**config.mk**
```make
export PLATFORM = sky130hd
export DESIGN_NAME = pcs_transmit
export DESIGN_NICKNAME = d
export VERILOG_FILES = /design/src/rtl/pcs_transmit.sv
export SDC_FILE = /design/constraint.sdc
export NUM_CORES = 1
export LEC_CHECK = 0
export CAP_MARGIN = 20
export CORE_MARGIN = 2
export CORE_UTILIZATION = 50
export DETAILED_ROUTE_END_ITERATION = 8
export PLACE_DENSITY = 0.74
export SYNTH_ARGS = -nofsm -noshare
export SYNTH_HDL_FRONTEND = slang
export SYNTH_SLANG_ARGS = --single-unit
```
**constraint.sdc**
```tcl
create_clock -name clk -period 2.6 [get_ports clk]
set_input_delay 0.26 -clock clk [delete_from_list [all_inputs] [get_ports clk]]
set_output_delay 0.26 -clock clk [all_outputs]
set_load 0.1 [all_outputs]
```
**src/rtl/pcs_transmit.sv**
```systemverilog
// pcs_transmit: 1000BASE-X PCS transmit, GMII bytes to 8b/10b code-groups with idle,
// delimiter, error propagation and even/odd slot alignment.
module pcs_transmit #(
  parameter int CG_WIDTH   = 10,
  parameter int DATA_WIDTH = 8
) (
  input  logic                  clk,
  input  logic                  mr_main_reset,
  input  logic [DATA_WIDTH-1:0] txd,
  input  logic                  tx_en,
  input  logic                  tx_er,
  output logic [CG_WIDTH-1:0]   tx_code_group,
  output logic                  tx_even,
  output logic                  tx_disparity,
  output logic                  transmitting
);
  typedef enum logic [2:0] {IDLE_K, IDLE_D, START, DATA, END_T, END_R1, END_R2} state_t;
  state_t state, eff, nxt;
  logic [8:0]  sym;
  logic [10:0] code;
  // returns {running disparity after, abcdei, fghj}
  function automatic logic [10:0] encode(input logic k, input logic [7:0] d, input logic rd);
    logic [4:0] x;
    logic [2:0] y;
    logic [5:0] c6;
    logic [3:0] c4;
    logic u6, rd6, a7;
    x = d[4:0];
    y = d[7:5];
    case (x)
      5'd0:  c6 = 6'b100111;  5'd1:  c6 = 6'b011101;  5'd2:  c6 = 6'b101101;  5'd3:  c6 = 6'b110001;
      5'd4:  c6 = 6'b110101;  5'd5:  c6 = 6'b101001;  5'd6:  c6 = 6'b011001;  5'd7:  c6 = 6'b111000;
      5'd8:  c6 = 6'b111001;  5'd9:  c6 = 6'b100101;  5'd10: c6 = 6'b010101;  5'd11: c6 = 6'b110100;
      5'd12: c6 = 6'b001101;  5'd13: c6 = 6'b101100;  5'd14: c6 = 6'b011100;  5'd15: c6 = 6'b010111;
      5'd16: c6 = 6'b011011;  5'd17: c6 = 6'b100011;  5'd18: c6 = 6'b010011;  5'd19: c6 = 6'b110010;
      5'd20: c6 = 6'b001011;  5'd21: c6 = 6'b101010;  5'd22: c6 = 6'b011010;  5'd23: c6 = 6'b111010;
      5'd24: c6 = 6'b110011;  5'd25: c6 = 6'b100110;  5'd26: c6 = 6'b010110;  5'd27: c6 = 6'b110110;
      5'd28: c6 = k ? 6'b001111 : 6'b001110;
      5'd29: c6 = 6'b101110;  5'd30: c6 = 6'b011110;  default: c6 = 6'b101011;
    endcase
    u6  = k || x inside {5'd0, 5'd1, 5'd2, 5'd4, 5'd8, 5'd15, 5'd16, 5'd23, 5'd24, 5'd27, 5'd29, 5'd30, 5'd31};
    c6  = (rd && (u6 || x == 5'd7)) ? ~c6 : c6;
    rd6 = u6 ? ~rd : rd;
    a7  = y == 3'd7 && (rd6 ? x inside {5'd11, 5'd13, 5'd14} : x inside {5'd17, 5'd18, 5'd20});
    case (y)
      3'd0: c4 = 4'b1011;  3'd1: c4 = 4'b1001;  3'd2: c4 = 4'b0101;  3'd3: c4 = 4'b1100;
      3'd4: c4 = 4'b1101;  3'd5: c4 = 4'b1010;  3'd6: c4 = 4'b0110;  default: c4 = a7 ? 4'b0111 : 4'b1110;
    endcase
    c4 = (rd6 && y inside {3'd0, 3'd3, 3'd4, 3'd7}) ? ~c4 : c4;
    // K28.5 and K.x.7 select their fghj from the disparity at the start of the code-group
    c4 = k ? ((x == 5'd28 ? 4'b1010 : 4'b1000) ^ {4{rd}}) : c4;
    return {k ? (x == 5'd28 ? ~rd : rd) : (y inside {3'd0, 3'd4, 3'd7} ? ~rd6 : rd6), c6, c4};
  endfunction
  always_comb begin
    eff  = (state == IDLE_K && tx_en) ? START : (state == DATA && !tx_en) ? END_T : state;
    sym  = eff == IDLE_K ? 9'h1BC :
           eff == IDLE_D ? {1'b0, tx_disparity ? 8'h50 : 8'hC5} :
           eff == START  ? 9'h1FB :
           eff == DATA   ? (tx_er ? 9'h1FE : {1'b0, txd}) :
           eff == END_T  ? 9'h1FD : 9'h1F7;
    code = encode(sym[8], sym[7:0], tx_disparity);
    nxt  = IDLE_K;
    case (eff)
      IDLE_K:  nxt = IDLE_D;
      IDLE_D:  nxt = tx_en ? START : IDLE_K;
      START:   nxt = tx_en ? DATA : END_T;
      DATA:    nxt = DATA;
      END_T:   nxt = END_R1;
      END_R1:  nxt = tx_even ? IDLE_K : END_R2;
      default: nxt = IDLE_K;
    endcase
  end
  always_ff @(posedge clk or posedge mr_main_reset)
    if (mr_main_reset) begin
      tx_code_group <= 10'b0011111010;
      tx_even       <= 1'b1;
      tx_disparity  <= 1'b1;
      transmitting  <= 1'b0;
      state         <= IDLE_D;
    end else begin
      {tx_disparity, tx_code_group} <= code;
      tx_even      <= ~tx_even;
      transmitting <= eff == START || eff == DATA;
      state        <= nxt;
    end
endmodule

```
==> results of run 1 <==
==> cells by family after synthesis <==
kind of cell | synth area share (%)
compound gates | 40.62
flops | 24.30
xor+xnor | 4.136
buf+inv | 6.720
simple gates | 24.23
==> worst register-to-register path, cell delays in order (launching register included) <==
cell,delay (ps)
sky130_fd_sc_hd__dfrtp_1,460
sky130_fd_sc_hd__buf_4,200
sky130_fd_sc_hd__and2_1,170
sky130_fd_sc_hd__a211o_4,310
sky130_fd_sc_hd__buf_4,150
sky130_fd_sc_hd__buf_4,130
sky130_fd_sc_hd__nor3_4,230
sky130_fd_sc_hd__o21a_2,230
sky130_fd_sc_hd__nor2_2,90
sky130_fd_sc_hd__a2111oi_2,370
sky130_fd_sc_hd__a311oi_2,100
==> repair_timing <==
action                                  4_1_cts  5_1_grt
gates resized for setup                       9       18
pin swaps                                     4        7
endpoints found under the setup margin        2        5
setup buffers                                 6        4
==> cell usage in the layout (no fill, tap or decap), drive strengths merged, types with 4 or more instances in the layout <==
| cell | count |
|---|---|
| and2 | 4 |
| dfstp | 9 |
| inv | 6 |
| nor3 | 8 |
| o21a | 5 |
| nor2 | 11 |
| clkbuf | 4 |
| and3 | 4 |
| nand2b | 5 |
| a21o | 4 |
| xnor2 | 5 |
| dfrtp | 7 |
| nand3 | 9 |
| clkdlybuf4s50 | 9 |
| nand2 | 24 |
| a21oi | 20 |
| o31ai | 4 |
| buf | 72 |
| o21ai | 14 |
| a211oi | 4 |
==> flip-flops by register name, summed over array words and instances (netlist names) <==
signal and cells:
tx_disparity 1, tx_code_group 10, tx_even 1, state 3, transmitting 1
==> area by class of cell <==
type,count,area (um^2)
clock buffer,4,36.28
fill,234,798.3
inverter,6,22.52
multi-input combinational,168,1290
sequential,16,416.7
tap,46,57.56
timing repair buffer,83,663.1
==> final timing paths <==
| check | start | endpoint | slack (ps) | cells past startpoint |
|---|---|---|---|---|
| max in group asynchronous | mr_main_reset | state[1]$_DFF_PP0_ | 1800 | 2 |
| max | state[2]$_DFF_PP0_ | tx_code_group[2]$_DFF_PP0_ | 40 | 10 |
| min reg2reg | tx_even$_DFF_PP1_ | tx_even$_DFF_PP1_ | 480 | 1 |
| min in group clk | tx_even$_DFF_PP1_ | tx_even$_DFF_PP1_ | 480 | 1 |
| max reg2reg | state[2]$_DFF_PP0_ | tx_code_group[2]$_DFF_PP0_ | 40 | 10 |
| min | mr_main_reset | transmitting$_DFF_PP0_ | 340 | 2 |
==> metrics by stage <==
stage / setup TNS (ps) / cells / util (%) / setup WS [ps] / area [um^2]
after floorplan: 0 / 203 / - / 113.0 / 1698
after global placement: -1149 / 309 / 68.19 / -322.9 / 2240
after detailed placement: -1957 / 309 / 68.19 / -367.1 / 2240
after CTS: 0 / 319 / 72.11 / 3.046 / 2369
after global routing: -212.4 / 323 / 75.70 / -77.94 / 2486
final: 0 / 323 / 75.70 / 38.85 / 2486
==> metal layers <==
layer | routed length [um] | part of all wire (%) | global-route usage [%] | vias up
li1 | - | - | - | 915
met3 | 277 | 5.0 | 3.623 | 18
met4 | 161 | 2.9 | 10.83 | 0
met5 | 0 | 0 | 0 | -
met1 | 2233 | 41 | 33.18 | 968
met2 | 2833 | 51 | 49.32 | 95
==> insert_results.sql, run 1 <==
INSERT INTO impl_metrics (metric_group, metric, value, unit) VALUES
('status', 'outcome', 'finished with violations', ''),
('status', 'failing_checks', 'DRC', ''),
('logic_synthesis', 'postSynthCellCount', '203', ''),
('sta', 'max_slew.worst_pin.slew', '664.2', 'ps'),
('global_routing', 'gr-total-overflow', '0', ''),
('drt', 'routed_wl', '5505', 'um'),
('layout', 'finish.net_count', '290', ''),
('worst_setup_path', 'worst_path_cell_chain', 'buf_4, and2_1, a211o_4, buf_4, buf_4, nor3_4, o21a_2, nor2_2, a2111oi_2, a311oi_2', ''),
('logic_synthesis', 'yosys_warnings', '0', ''),
('sta', 'slew_limit_headroom', '55.67', '%'),
('clocking', 'cts_tree', 'done', ''),
('logic_synthesis', 'synth_edf_count', '0', ''),
('worst_setup_path', 'arrival', '2740', 'ps'),
('global_routing', 'grt.total_usage', '27.45', '%'),
('worst_setup_path', 'critical_path.startpoint_type', 'flop', ''),
('global_routing', 'largest_net_degree_at_the_start_of_global_routing', '17', ''),
('clocking', 'cts_max_level', '1', ''),
('worst_setup_path', 'critical_path_required', '2780', 'ps'),
('drt', 'detailroute.via_count', '1996', ''),
('logic_synthesis', 'count_of_cell_types_in_the_netlist', '65', ''),
('global_routing', 'wire_length_of_the_first_global_routing_pass', '8625', 'um'),
('clocking', 'clock_tree.root_cell', 'sky130_fd_sc_hd__clkbuf_4', ''),
('logic_synthesis', 'synthesis.area', '1694', 'um^2'),
('logic_synthesis', 'avgSynthCellArea', '8.345', 'um^2'),
('sta', 'final_period_minus_worst_setup_slack', '2561', 'ps'),
('sta', 'max_freq', '390.5', 'MHz'),
('clocking', 'clock_insertion_delay_worst_skew', '300', 'ps'),
('sta', 'fin_skew', '7.528', 'ps'),
('drt', 'vias_per_cell', '6.180', ''),
('logic_synthesis', 'yosys_register_bits', '16', ''),
('worst_setup_path', 'timing.critical_path.max_delay_family', 'compound AO/OA/AOI/OAI gates', ''),
('min_path', 'hold_path.class', 'input pin to asynchronous set/reset pin', ''),
('drt', 'drcViolationCount', '2', ''),
('placement', 'globalplace.congestion', '0.9149', ''),
('logic_synthesis', 'netlist_top_cells_area', 'sky130_fd_sc_hd__dfstp_2 (14%), sky130_fd_sc_hd__dfrtp_1 (10%), sky130_fd_sc_hd__a21oi_1 (5.3%), sky130_fd_sc_hd__nand2_1 (4.9%), sky130_fd_sc_hd__nand3_1 (2.7%)', ''),
('logic_synthesis', 'seq_area_frac_synth', '24.30', '%'),
('placement', 'buffer_ports.inserted', '24', ''),
('sta', 'timing_hold_violations_final', '0', ''),
('worst_setup_path', 'critical_path_buf_inv_count', '3', ''),
('floorplanning', 'chipWidth', '62.21', 'um'),
('floorplanning', 'die_h', '62.21', 'um'),
('logic_synthesis', 'synthTopCellsByCount', 'sky130_fd_sc_hd__nand2_1 (22), sky130_fd_sc_hd__a21oi_1 (18), sky130_fd_sc_hd__nor2_1 (10)', ''),
('sta', 'holdWs', '336.5', 'ps'),
('layout', 'antennaDiodeCount', '0', ''),
('clocking', 'number_of_buffers_on_the_longest_clock_path', '2', ''),
('layout', 'drive_above_1_share', '45.49', '%'),
('worst_setup_path', 'timing.critical_path.fanout_max', '8', ''),
('logic_synthesis', 'synth_async_sr_flop_share', '100.0', '%'),
('floorplanning', 'design.core.area', '3284', 'um^2'),
('worst_setup_path', 'critical_path.endpoint_type', 'flop', ''),
('clocking', 'cts_sinks', '16', ''),
('sta', 'rsz0062_at_grt', 'yes', ''),
('drt', 'detailedRoute.firstIterationViolations', '195', ''),
('worst_setup_path', 'critical_path_s_slowest_cell', 'sky130_fd_sc_hd__dfrtp_1', ''),
('placement', 'hpwl', '3839', 'um'),
('clocking', 'clk_pin_slew_worst_paths', '120', 'ps'),
('logic_synthesis', 'ys.flop_type', 'sky130_fd_sc_hd__dfstp_2', ''),
('drt', 'dr_wl_cell', '17.04', 'um'),
('floorplanning', 'fp.dieArea', '3870', 'um^2'),
('floorplanning', 'i_o_pin_total', '25', ''),
('worst_setup_path', 'critPathMostFrequentCell', 'sky130_fd_sc_hd__buf_4', ''),
('floorplanning', 'starting_density_of_the_core', '51.58', '%'),
('sta', 'post-route-period-util', '98.51', '%'),
('logic_synthesis', 'syn-num-nets', '215', ''),
('clocking', 'postCtsHoldBufs', '0', ''),
('worst_setup_path', 'critical-path-max-stage-delay', '460', 'ps'),
('drt', 'ant_nets', '0', ''),
('worst_setup_path', 'path_class', 'flop to flop', ''),
('global_routing', 'antenna_violations_before_repair', '0', ''),
('layout', 'areaGrowthSynthToFinish', '46.75', '%'),
('global_routing', 'first_global_vias', '1886', '');
Power of run 1 is not shown: default switching activity piles up to over one toggle a cycle in this logic, so the estimate is an artifact.
==> run 2, diff against run 1 <==
--- a/config.mk
+++ b/config.mk
@@ -8,6 +8,7 @@
 export CAP_MARGIN = 20
 export CORE_MARGIN = 2
 export CORE_UTILIZATION = 50
+export CTS_BUF_LIST = sky130_fd_sc_hd__clkbuf_4 sky130_fd_sc_hd__clkbuf_8
 export DETAILED_ROUTE_END_ITERATION = 8
 export PLACE_DENSITY = 0.74
 export SYNTH_ARGS = -nofsm -noshare
==> results of run 2 <==
Final layout, timing and power as in run 1 (identical DEF).
Power of run 2 is left out for the same reason.
==> run 3, diff against run 2 <==
--- a/config.mk
+++ b/config.mk
@@ -6,7 +6,7 @@
 export NUM_CORES = 1
 export LEC_CHECK = 0
 export CAP_MARGIN = 20
-export CORE_MARGIN = 2
+export CORE_MARGIN = 4
 export CORE_UTILIZATION = 50
 export CTS_BUF_LIST = sky130_fd_sc_hd__clkbuf_4 sky130_fd_sc_hd__clkbuf_8
 export DETAILED_ROUTE_END_ITERATION = 8
==> constraint.sdc (replaced) <==
create_clock -name clk -period 2.85 [get_ports clk]
set_input_delay 0.285 -clock clk [delete_from_list [all_inputs] [get_ports clk]]
set_output_delay 0.285 -clock clk [all_outputs]
set_load 0.1 [all_outputs]
==> run 3 against run 2 <==
  * Worst setup slack gained 180 ps
  * First-iteration DRC count shrank 37%
  * Critical path depth shrank 1
  * Core utilization shrank 8.2 points
  * Non-clock buffer count shrank 28
  * Die area grew 13%
  * The run now ends clean
  * Highest routed layer unchanged
  * Routed wire length shrank 14%
  * Cell area shrank 14%
  * Cell count shrank 9.3%
  * Maximum frequency shrank 2.7%
  * Hold slack gained 16 ps
  * Clock skew grew 13 ps
==> insert_results.sql, run 3 (synthesized netlist as in run 1, its figures left out) <==
INSERT INTO impl_metrics (metric_group, metric, value, unit) VALUES
('layout', 'mostFrequentLayoutCells', 'sky130_fd_sc_hd__buf_4 (44), sky130_fd_sc_hd__nand2_1 (22), sky130_fd_sc_hd__a21oi_1 (18)', ''),
('placement', 'postPlaceCellArea', '2098', 'um^2'),
('clocking', 'post_cts_resize_count', '0', ''),
('worst_setup_path', 'critical_path_required', '3080', 'ps'),
('sta', 'final-max-slew-violation-count', '0', ''),
('layout', 'areaGrowthSynthToFinish', '25.63', '%'),
('floorplanning', 'starting_density_of_the_core', '53.73', '%'),
('drt', 'routed_wl', '4736', 'um'),
('drt', 'detailedRoute.firstIterationViolations', '123', ''),
('floorplanning', 'standard_cell_row_count', '20', ''),
('worst_setup_path', 'critical_path.endpoint_type', 'flop', ''),
('floorplanning', 'i_o_pin_total', '25', ''),
('sta', 'fin_skew', '20.34', 'ps'),
('worst_setup_path', 'worst_path_cell_chain', 'nand2b_1, a21boi_2, and3_1, buf_4, o21ai_2, a2111oi_4, nand2_1, and3_1, o32ai_2', ''),
('sta', 'post-route-period-util', '92.40', '%'),
('job', 'max_cap_viols', '0', ''),
('drt', 'vias_per_cell', '6.061', ''),
('drt', 'drcViolationCount', '0', ''),
('sta', 'max_freq', '379.8', 'MHz'),
('worst_setup_path', 'critical_path.startpoint_type', 'flop', ''),
('clocking', 'postCtsHoldBufs', '0', ''),
('worst_setup_path', 'critPathMostFrequentCell', 'sky130_fd_sc_hd__and3_1', ''),
('layout', 'reg.largest.list', 'tx_code_group (10), state (3)', ''),
('worst_setup_path', 'critical_path_buf_inv_count', '1', ''),
('global_routing', 'antenna_violations_before_repair', '0', ''),
('sta', 'rsz0062_at_grt', 'no', ''),
('drt', 'ant_nets', '0', ''),
('layout', 'layout_commonest_cell', 'sky130_fd_sc_hd__buf_4', ''),
('layout', 'nFillCells', '267', ''),
('sta', 'max_slew.worst_pin.slew', '659.5', 'ps'),
('global_routing', 'largest_net_degree_at_the_start_of_global_routing', '17', ''),
('sta', 'timing.final.setup_violations', '0', ''),
('clocking', 'cts_buffers', '3', ''),
('layout', 'drive_above_1_share', '33.33', '%'),
('worst_setup_path', 'critical-path-max-stage-delay', '670', 'ps'),
('sta', 'final_period_minus_worst_setup_slack', '2633', 'ps'),
('sta', 'timing_hold_violations_final', '0', ''),
('placement', 'buffer_ports.inserted', '24', ''),
('layout', 'postLayoutCoreUtil', '67.50', '%'),
('clocking', 'cts_sinks', '16', ''),
('worst_setup_path', 'path_class', 'flop to flop', ''),
('drt', 'dr_wl_cell', '16.16', 'um'),
('layout', 'final_cell_area', '2128', 'um^2'),
('placement', 'globalplace.congestion', '0.9267', ''),
('layout', 'regMostFlops', 'tx_code_group', ''),
('clocking', 'number_of_buffers_on_the_longest_clock_path', '2', ''),
('global_routing', 'grt.total_usage', '23.63', '%'),
('worst_setup_path', 'critical_path_s_slowest_cell', 'sky130_fd_sc_hd__dfstp_2', ''),
('clocking', 'clock_insertion_delay_worst_skew', '310', 'ps'),
('min_path', 'hold_path.class', 'input pin to asynchronous set/reset pin', ''),
('floorplanning', 'design.core.area', '3153', 'um^2'),
('floorplanning', 'chipWidth', '66.21', 'um'),
('drt', 'detailroute.via_count', '1776', ''),
('layout', 'post_layout_nonfiller_instances', '293', ''),
('sta', 'slew_limit_headroom', '55.99', '%'),
('worst_setup_path', 'timing.critical_path.fanout_max', '14', ''),
('layout', 'largest_register_ff_count', '10', ''),
('clocking', 'clock_tree.root_cell', 'sky130_fd_sc_hd__clkbuf_4', ''),
('placement', 'place_inst', '289', ''),
('placement', 'hpwl', '3634', 'um'),
('status', 'outcome', 'finished, final reports clean', ''),
('drt', 'detail_route.first_pass.iterations', '4', ''),
('floorplanning', 'die_h', '66.21', 'um'),
('worst_setup_path', 'arrival', '2860', 'ps'),
('worst_setup_path', 'timing.critical_path.max_delay_family', 'compound AO/OA/AOI/OAI gates', ''),
('global_routing', 'wire_length_of_the_first_global_routing_pass', '8148', 'um'),
('global_routing', 'first_global_vias', '1783', ''),
('clocking', 'cts_max_level', '1', ''),
('layout', 'antennaDiodeCount', '0', ''),
('clocking', 'cts_tree', 'done', ''),
('sta', 'holdWs', '352.4', 'ps'),
('clocking', 'post_cts_buffers', '0', ''),
('clocking', 'clk_pin_slew_worst_paths', '110', 'ps'),
('floorplanning', 'fp.dieArea', '4384', 'um^2'),
('global_routing', 'gr-total-overflow', '0', ''),
('layout', 'finish.net_count', '262', '');
-- run 3: cell count changes in the layout (fill, tap and decap cells not counted), sizes merged --
cell	delta
buf	-28
clkdlybuf4s50	+2
dlymetal6s2s	-2
-- run 3: final timing paths --
path	end	cells after the start	start	slack [ps]
max	tx_code_group[0]$_DFF_PP0_	9	state[0]$_DFF_PP1_	220
min	state[1]$_DFF_PP0_	2	mr_main_reset	350
max reg2reg	tx_code_group[0]$_DFF_PP0_	9	state[0]$_DFF_PP1_	220
min reg2reg	tx_even$_DFF_PP1_	1	tx_even$_DFF_PP1_	480
max in group asynchronous	tx_code_group[9]$_DFF_PP0_	2	mr_main_reset	2060
min in group clk	tx_even$_DFF_PP1_	1	tx_even$_DFF_PP1_	480
-- run 3: worst reg2reg max path, delay by kind of cell (launching register included) --
kind                   cells  cell delay, ps
buffers and inverters      1             120
flip-flops                 1             670
AND/OR/NAND/NOR            4             700
AO/OA/AOI/OAI              4            1080
-- run 3: routing by layer --
layer,vias to the layer above,GRT usage [%],part of all wire (%)
li1,858,-,-
met1,821,31.06,43
met3,16,1.531,6.6
met5,-,0,0
met4,0,11.93,3.1
met2,81,38.66,47
-- run 3: per-stage QoR --
stage               setup WS, ps  setup TNS, ps
finish                     216.7              0
global route               21.46              0
CTS                        211.6              0
detailed placement        -53.73         -53.73
global placement           32.20              0
floorplan                  242.6              0
-- run 3: final cells by class --
class,count,area [um^2],area share (%)
Multi-Input combinational cell,168,1169,54.91
Tap cell,44,55.05,2.587
Sequential cell,16,411.6,19.34
Inverter,6,22.52,1.058
Clock buffer,4,30.03,1.411
Timing Repair Buffer,55,440.4,20.69
Power of run 3 is left out for the same reason.
